`config.mk`:
```
export PLATFORM = sky130hd
export DESIGN_NAME = radix4_divider
export DESIGN_NICKNAME = d
export VERILOG_FILES = /design/src/rtl/radix4_divider.sv
export SDC_FILE = /design/constraint.sdc
export NUM_CORES = 1
export LEC_CHECK = 0
export ABC_CLOCK_PERIOD_IN_PS = 3800
export CORE_MARGIN = 5
export CORE_UTILIZATION = 35
export CTS_CLUSTER_DIAMETER = 200
export DETAILED_ROUTE_END_ITERATION = 8
export PLACE_DENSITY = 0.5
export SLEW_MARGIN = 15
export SYNTH_ARGS = -nofsm -noshare
export SYNTH_HDL_FRONTEND = slang
export SYNTH_SLANG_ARGS = --single-unit
export TNS_END_PERCENT = 50
```
`constraint.sdc`:
```
create_clock -name clk -period 3.8 [get_ports clk]
set_input_delay 0.76 -clock clk [delete_from_list [all_inputs] [get_ports clk]]
set_output_delay 0.76 -clock clk [all_outputs]
set_load 0.005 [all_outputs]
```
`src/rtl/radix4_divider.sv`:
```
// Unsigned 2N/N radix-4 restoring divider, two quotient bits retired per cycle.
// Latency: result valid K cycles after accept (1 cycle for divide-by-zero / overflow).
// Backpressure: single result slot held in DONE until out_ready; in_ready only while IDLE.
module radix4_divider #(
    parameter int N = 8,
    localparam int K = N / 2
) (
    input  logic           clk,
    input  logic           rst,
    input  logic           in_valid,
    output logic           in_ready,
    input  logic [2*N-1:0] p,
    input  logic [N-1:0]   y,
    output logic           out_valid,
    input  logic           out_ready,
    output logic [N-1:0]   x,
    output logic [N-1:0]   r,
    output logic           dz,
    output logic           ovf
);

    localparam int CW = $clog2(K + 1);

    localparam logic [1:0] IDLE = 2'd0;
    localparam logic [1:0] ITER = 2'd1;
    localparam logic [1:0] DONE = 2'd2;

    logic [1:0]    state;
    logic [N+1:0]  rem;
    logic [N-1:0]  low;
    logic [N-1:0]  quo;
    logic [N-1:0]  div;
    logic [CW-1:0] cnt;
    logic          exc;

    logic [N+1:0]  t;
    logic [N+1:0]  y1;
    logic [N+1:0]  y2;
    logic [N+1:0]  y3;
    logic [N+1:0]  rem_nxt;
    logic [1:0]    d;
    logic [N-1:0]  q_nxt;

    assign in_ready  = (state == IDLE);
    assign out_valid = (state == DONE);

    // rem is always below the divisor, so shifting the full register cannot lose bits.
    always_comb begin
        t       = (rem << 2) | {{N{1'b0}}, low[N-1:N-2]};
        y1      = {2'b00, div};
        y2      = {1'b0, div, 1'b0};
        y3      = y1 + y2;
        d       = 2'd0;
        rem_nxt = t;
        if (t >= y3) begin
            d       = 2'd3;
            rem_nxt = t - y3;
        end else if (t >= y2) begin
            d       = 2'd2;
            rem_nxt = t - y2;
        end else if (t >= y1) begin
            d       = 2'd1;
            rem_nxt = t - y1;
        end
        q_nxt = (quo << 2) | {{(N-2){1'b0}}, d};
    end

    always_ff @(posedge clk) begin
        if (rst) begin
            state <= IDLE;
            rem   <= '0;
            low   <= '0;
            quo   <= '0;
            div   <= '0;
            cnt   <= '0;
            exc   <= 1'b0;
            x     <= '0;
            r     <= '0;
            dz    <= 1'b0;
            ovf   <= 1'b0;
        end else begin
            case (state)
                IDLE: begin
                    if (in_valid) begin
                        div <= y;
                        if (y == '0) begin
                            dz    <= 1'b1;
                            ovf   <= 1'b0;
                            x     <= '1;
                            r     <= p[N-1:0];
                            exc   <= 1'b1;
                            state <= ITER;
                        end else if (p[2*N-1:N] >= y) begin
                            dz    <= 1'b0;
                            ovf   <= 1'b1;
                            x     <= '1;
                            r     <= '0;
                            exc   <= 1'b1;
                            state <= ITER;
                        end else begin
                            rem   <= {2'b00, p[2*N-1:N]};
                            low   <= p[N-1:0];
                            quo   <= '0;
                            cnt   <= CW'(K);
                            state <= ITER;
                        end
                    end
                end
                ITER: begin
                    // Exceptions spend one pass here so their result appears one cycle after accept.
                    if (exc) begin
                        exc   <= 1'b0;
                        state <= DONE;
                    end else begin
                        rem <= rem_nxt;
                        low <= low << 2;
                        quo <= q_nxt;
                        cnt <= cnt - 1'b1;
                        if (cnt == CW'(1)) begin
                            x     <= q_nxt;
                            r     <= rem_nxt[N-1:0];
                            dz    <= 1'b0;
                            ovf   <= 1'b0;
                            state <= DONE;
                        end
                    end
                end
                DONE: begin
                    if (out_ready) begin
                        state <= IDLE;
                    end
                end
                default: state <= IDLE;
            endcase
        end
    end

endmodule

```
==> impl_metrics.toml <==
[outcome]
outcome = "finished clean"

[logic_synthesis]
synthArstFlopShare_pct = 0
synth_top_area_share_pct = 26.20
syn_nets = 573
synth_edf_count = 0
yosysSeqAreaShare_pct = 26.20
syn_area_sq_um = 4126
ys_seq_elements = 54
synth.distinct_cells = 68
netlist_instances = 498
synth_warnings = 0
ys_top_cells_by_area = "dfxtp_1, ha_1, nor2_1, a21oi_1, nand2_1"
synthFlopType = "dfxtp_1"
syn_avg_cell_area_sq_um = 8.286
yosys.area.top_type = "dfxtp_1"

[clock_network]
cts_tree = "done"
insertion_delay_ns = 0.30
cts_buffer_depth = 2
clkTransAtPathRegs_ns = 0.08
ctsResizeCount = 0
cts_hold_buffers = 0
h-tree-depth = 2
cts_buffers = 5
cts_setup_buffers = 0
cts-root-buf = "clkbuf_16"
cts.sinks = 54

[floorplan]
coreArea_sq_um = 11470
die_y_microns = 118.6
die_w_microns = 118.6
floorplan.rows = 39
io_pins = 48
die_area_sq_um = 14060
initial_core_util_pct = 35.98

[power]
power_per_cell_area_nw_per_um2 = 526.3
leakage_nw = 1.896
finalPower_w = 0.002579
vdd_drop_max_v = 0.0002548

[finish]
design_area_sq_um = 4900
final_layout_size_suffix_gt1_share_pct = 9.259
fin_nets = 614
fill_cells = 1144
num_antenna_cells = 0
fin_util_pct = 42.73
area_delta_synth_final_pct = 18.74
finalNonFillerCells = 683

[critical_path]
reg2reg_depth = 17
crit_required_ns = 4.03
end_kind = "flip-flop"
cp.arrival_ns = 3.75
critPathKind = "flip-flop to flip-flop"
critPathMaxFanout = 6
r2r-start = "div[1]"
setup.worst_path.start_class = "flip-flop"
rrSetupSlack_ns = 0.28
rr_endpoint = "r[6]"

[timing]
fin_crit_ns = 3.521
relSlewSlack_pct = 48.95
clock-skew-final_ns = 0.008211
tightest_slew_ns = 0.7657
setup_viol = 0
fin_crit_sh_pct = 92.66
hold_viol = 0
fmax_mhz = 284.0
drv_slew = 0

[grt]
grt_overflow = 0
grt_usage_pct = 16.99
grt_pass1_vias = 3771
antenna_found_initial = 0
grt_max_degree = 39
grt_first_pass_wirelength_microns = 19620

[worst_hold_path]
hold_depth = 2
hp-class = "flip-flop to flip-flop"
hp-start = "low[0]"
hold_path_end = "low[0]"

[flow_run]
drv_cap = 0

[route]
routed_via_density = 5.570
route.detailed.drc = 0
routed_wl_microns = 12130
via_count = 3804
drtIter0Drc = 222
drtAntennaViolNets = 0
drt_first_pass_iters = 4
wl_per_cell_microns = 17.76

[placed_design]
dp_hpwl_microns = 9510
gp_congestion = 0.9207
port_buffers = 47
dpl.cell_count = 675
dpl-instance-area_sq_um = 4722
## critical path, cell delays in order (launching register included)
cell and delay, ns:
dfxtp_2 0.36, ha_1 0.30, a21o_1 0.16, a21oi_1 0.21
o21bai_1 0.09, a21o_1 0.20, a21oi_1 0.15, o21bai_1 0.09
xnor2_1 0.13, ha_1 0.30, a21o_1 0.16, a21oi_1 0.25
buf_4 0.19, o21ai_4 0.10, a311oi_1 0.33, buf_4 0.18
o21ai_0 0.06, a31oi_1 0.19
## cell type report
cell class                      instances  area (sq um)  area share, %
Timing Repair Buffer                   57         540.5          11.03
Clock buffer                            5         125.1          2.554
Sequential cell                        54          1082          22.09
Clock inverter                          3         25.02         0.5107
Inverter                               33         123.9          2.528
Tap cell                              143         178.9          3.652
Multi-Input combinational cell        388          2824          57.64
## routing by layer
layer	track usage (%)	wire length (microns)	vias up	part of all wire (%)
met1	24.31	5862	1793	48
met5	0	0	-	0
met4	4.607	193	0	1.6
met3	2.436	615	15	5.1
li1	-	-	1887	-
met2	26.68	5458	109	45
## metrics by stage
| step | setup slack [ns] | TNS, ns | hold slack [ns] |
|---|---|---|---|
| 5_1_grt | -0.02066 | -0.02145 | 0.4753 |
| 4_1_cts | 0.1434 | 0 | 0.4625 |
| 6_report | 0.2788 | 0 | 0.4537 |
| 2_1_floorplan | 0.5210 | 0 | 0.4321 |
| 3_3_place_gp | 0.2069 | 0 | 0.4417 |
| 3_5_place_dp | 0.1636 | 0 | 0.4515 |
## sequential cells by signal (all words and copies together) (netlist names)
| register | count |
|---|---|
| div | 8 |
| low | 8 |
| rem | 8 |
| ovf | 1 |
| exc | 1 |
| r | 8 |
| state | 2 |
| cnt | 3 |
| dz | 1 |
| quo | 6 |
| x | 8 |
## worst max path at each step
stage                       from  cells past startpoint    to
after floorplan           div[1]                     16  r[5]
after global placement    div[1]                     15  r[4]
after detailed placement  div[1]                     15  r[5]
after CTS                 div[1]                     15  r[5]
after global routing      div[1]                     16  r[7]
final                     div[1]                     17  r[6]
## power breakdown
group	switching [W]	internal [W]	total (W)
clock network	0.000222	0.000248	0.000470
registers	0.0000811	0.000639	0.000720
logic	0.000807	0.000582	0.00139
total	0.00111	0.00147	0.00258
## layout by cell type (no fill, tap or decap), types with 3 or more instances in the layout
cell / Yosys / routed
o21a_1: 5 / 4
inv_1: 33 / 33
a21o_1: 7 / 7
nand3_1: 23 / 23
dfxtp_1: 54 / 53
nor2_1: 64 / 63
o21ai_1: 5 / 5
clkdlybuf4s50_1: 0 / 46
buf_4: 4 / 10
a211oi_1: 14 / 14
a21oi_1: 42 / 42
o21bai_1: 5 / 5
nor3_1: 7 / 7
mux2i_1: 10 / 9
nand3b_1: 3 / 3
xnor2_1: 10 / 10
ha_1: 43 / 43
a31oi_1: 4 / 4
nand4_1: 4 / 4
a311oi_2: 8 / 8
nand2b_1: 9 / 9
xor2_1: 6 / 6
clkbuf_16: 0 / 5
fa_1: 4 / 4
nor2b_1: 6 / 6
a311oi_1: 8 / 8
nor3b_1: 3 / 3
nand2_1: 35 / 35
o21ai_0: 14 / 14
## cell families after synthesis
family	synth area share [%]
simple gates	19.44
compound gates	27.56
buf+inv	6.004
flops	26.20
fa+ha+maj	14.98
xor+xnor	3.396
mux	2.426
## cell usage after synthesis, types with 7 or more instances
cell type,count
a211oi_1,14
a21o_1,7
a21oi_1,42
a311oi_1,8
a311oi_2,8
clkbuf_1,10
dfxtp_1,54
ha_1,43
inv_1,33
mux2i_1,10
nand2_1,35
nand2b_1,9
nand3_1,23
nor2_1,64
nor3_1,7
o21ai_0,14
xnor2_1,10
(Power assumes the default switching activity.)
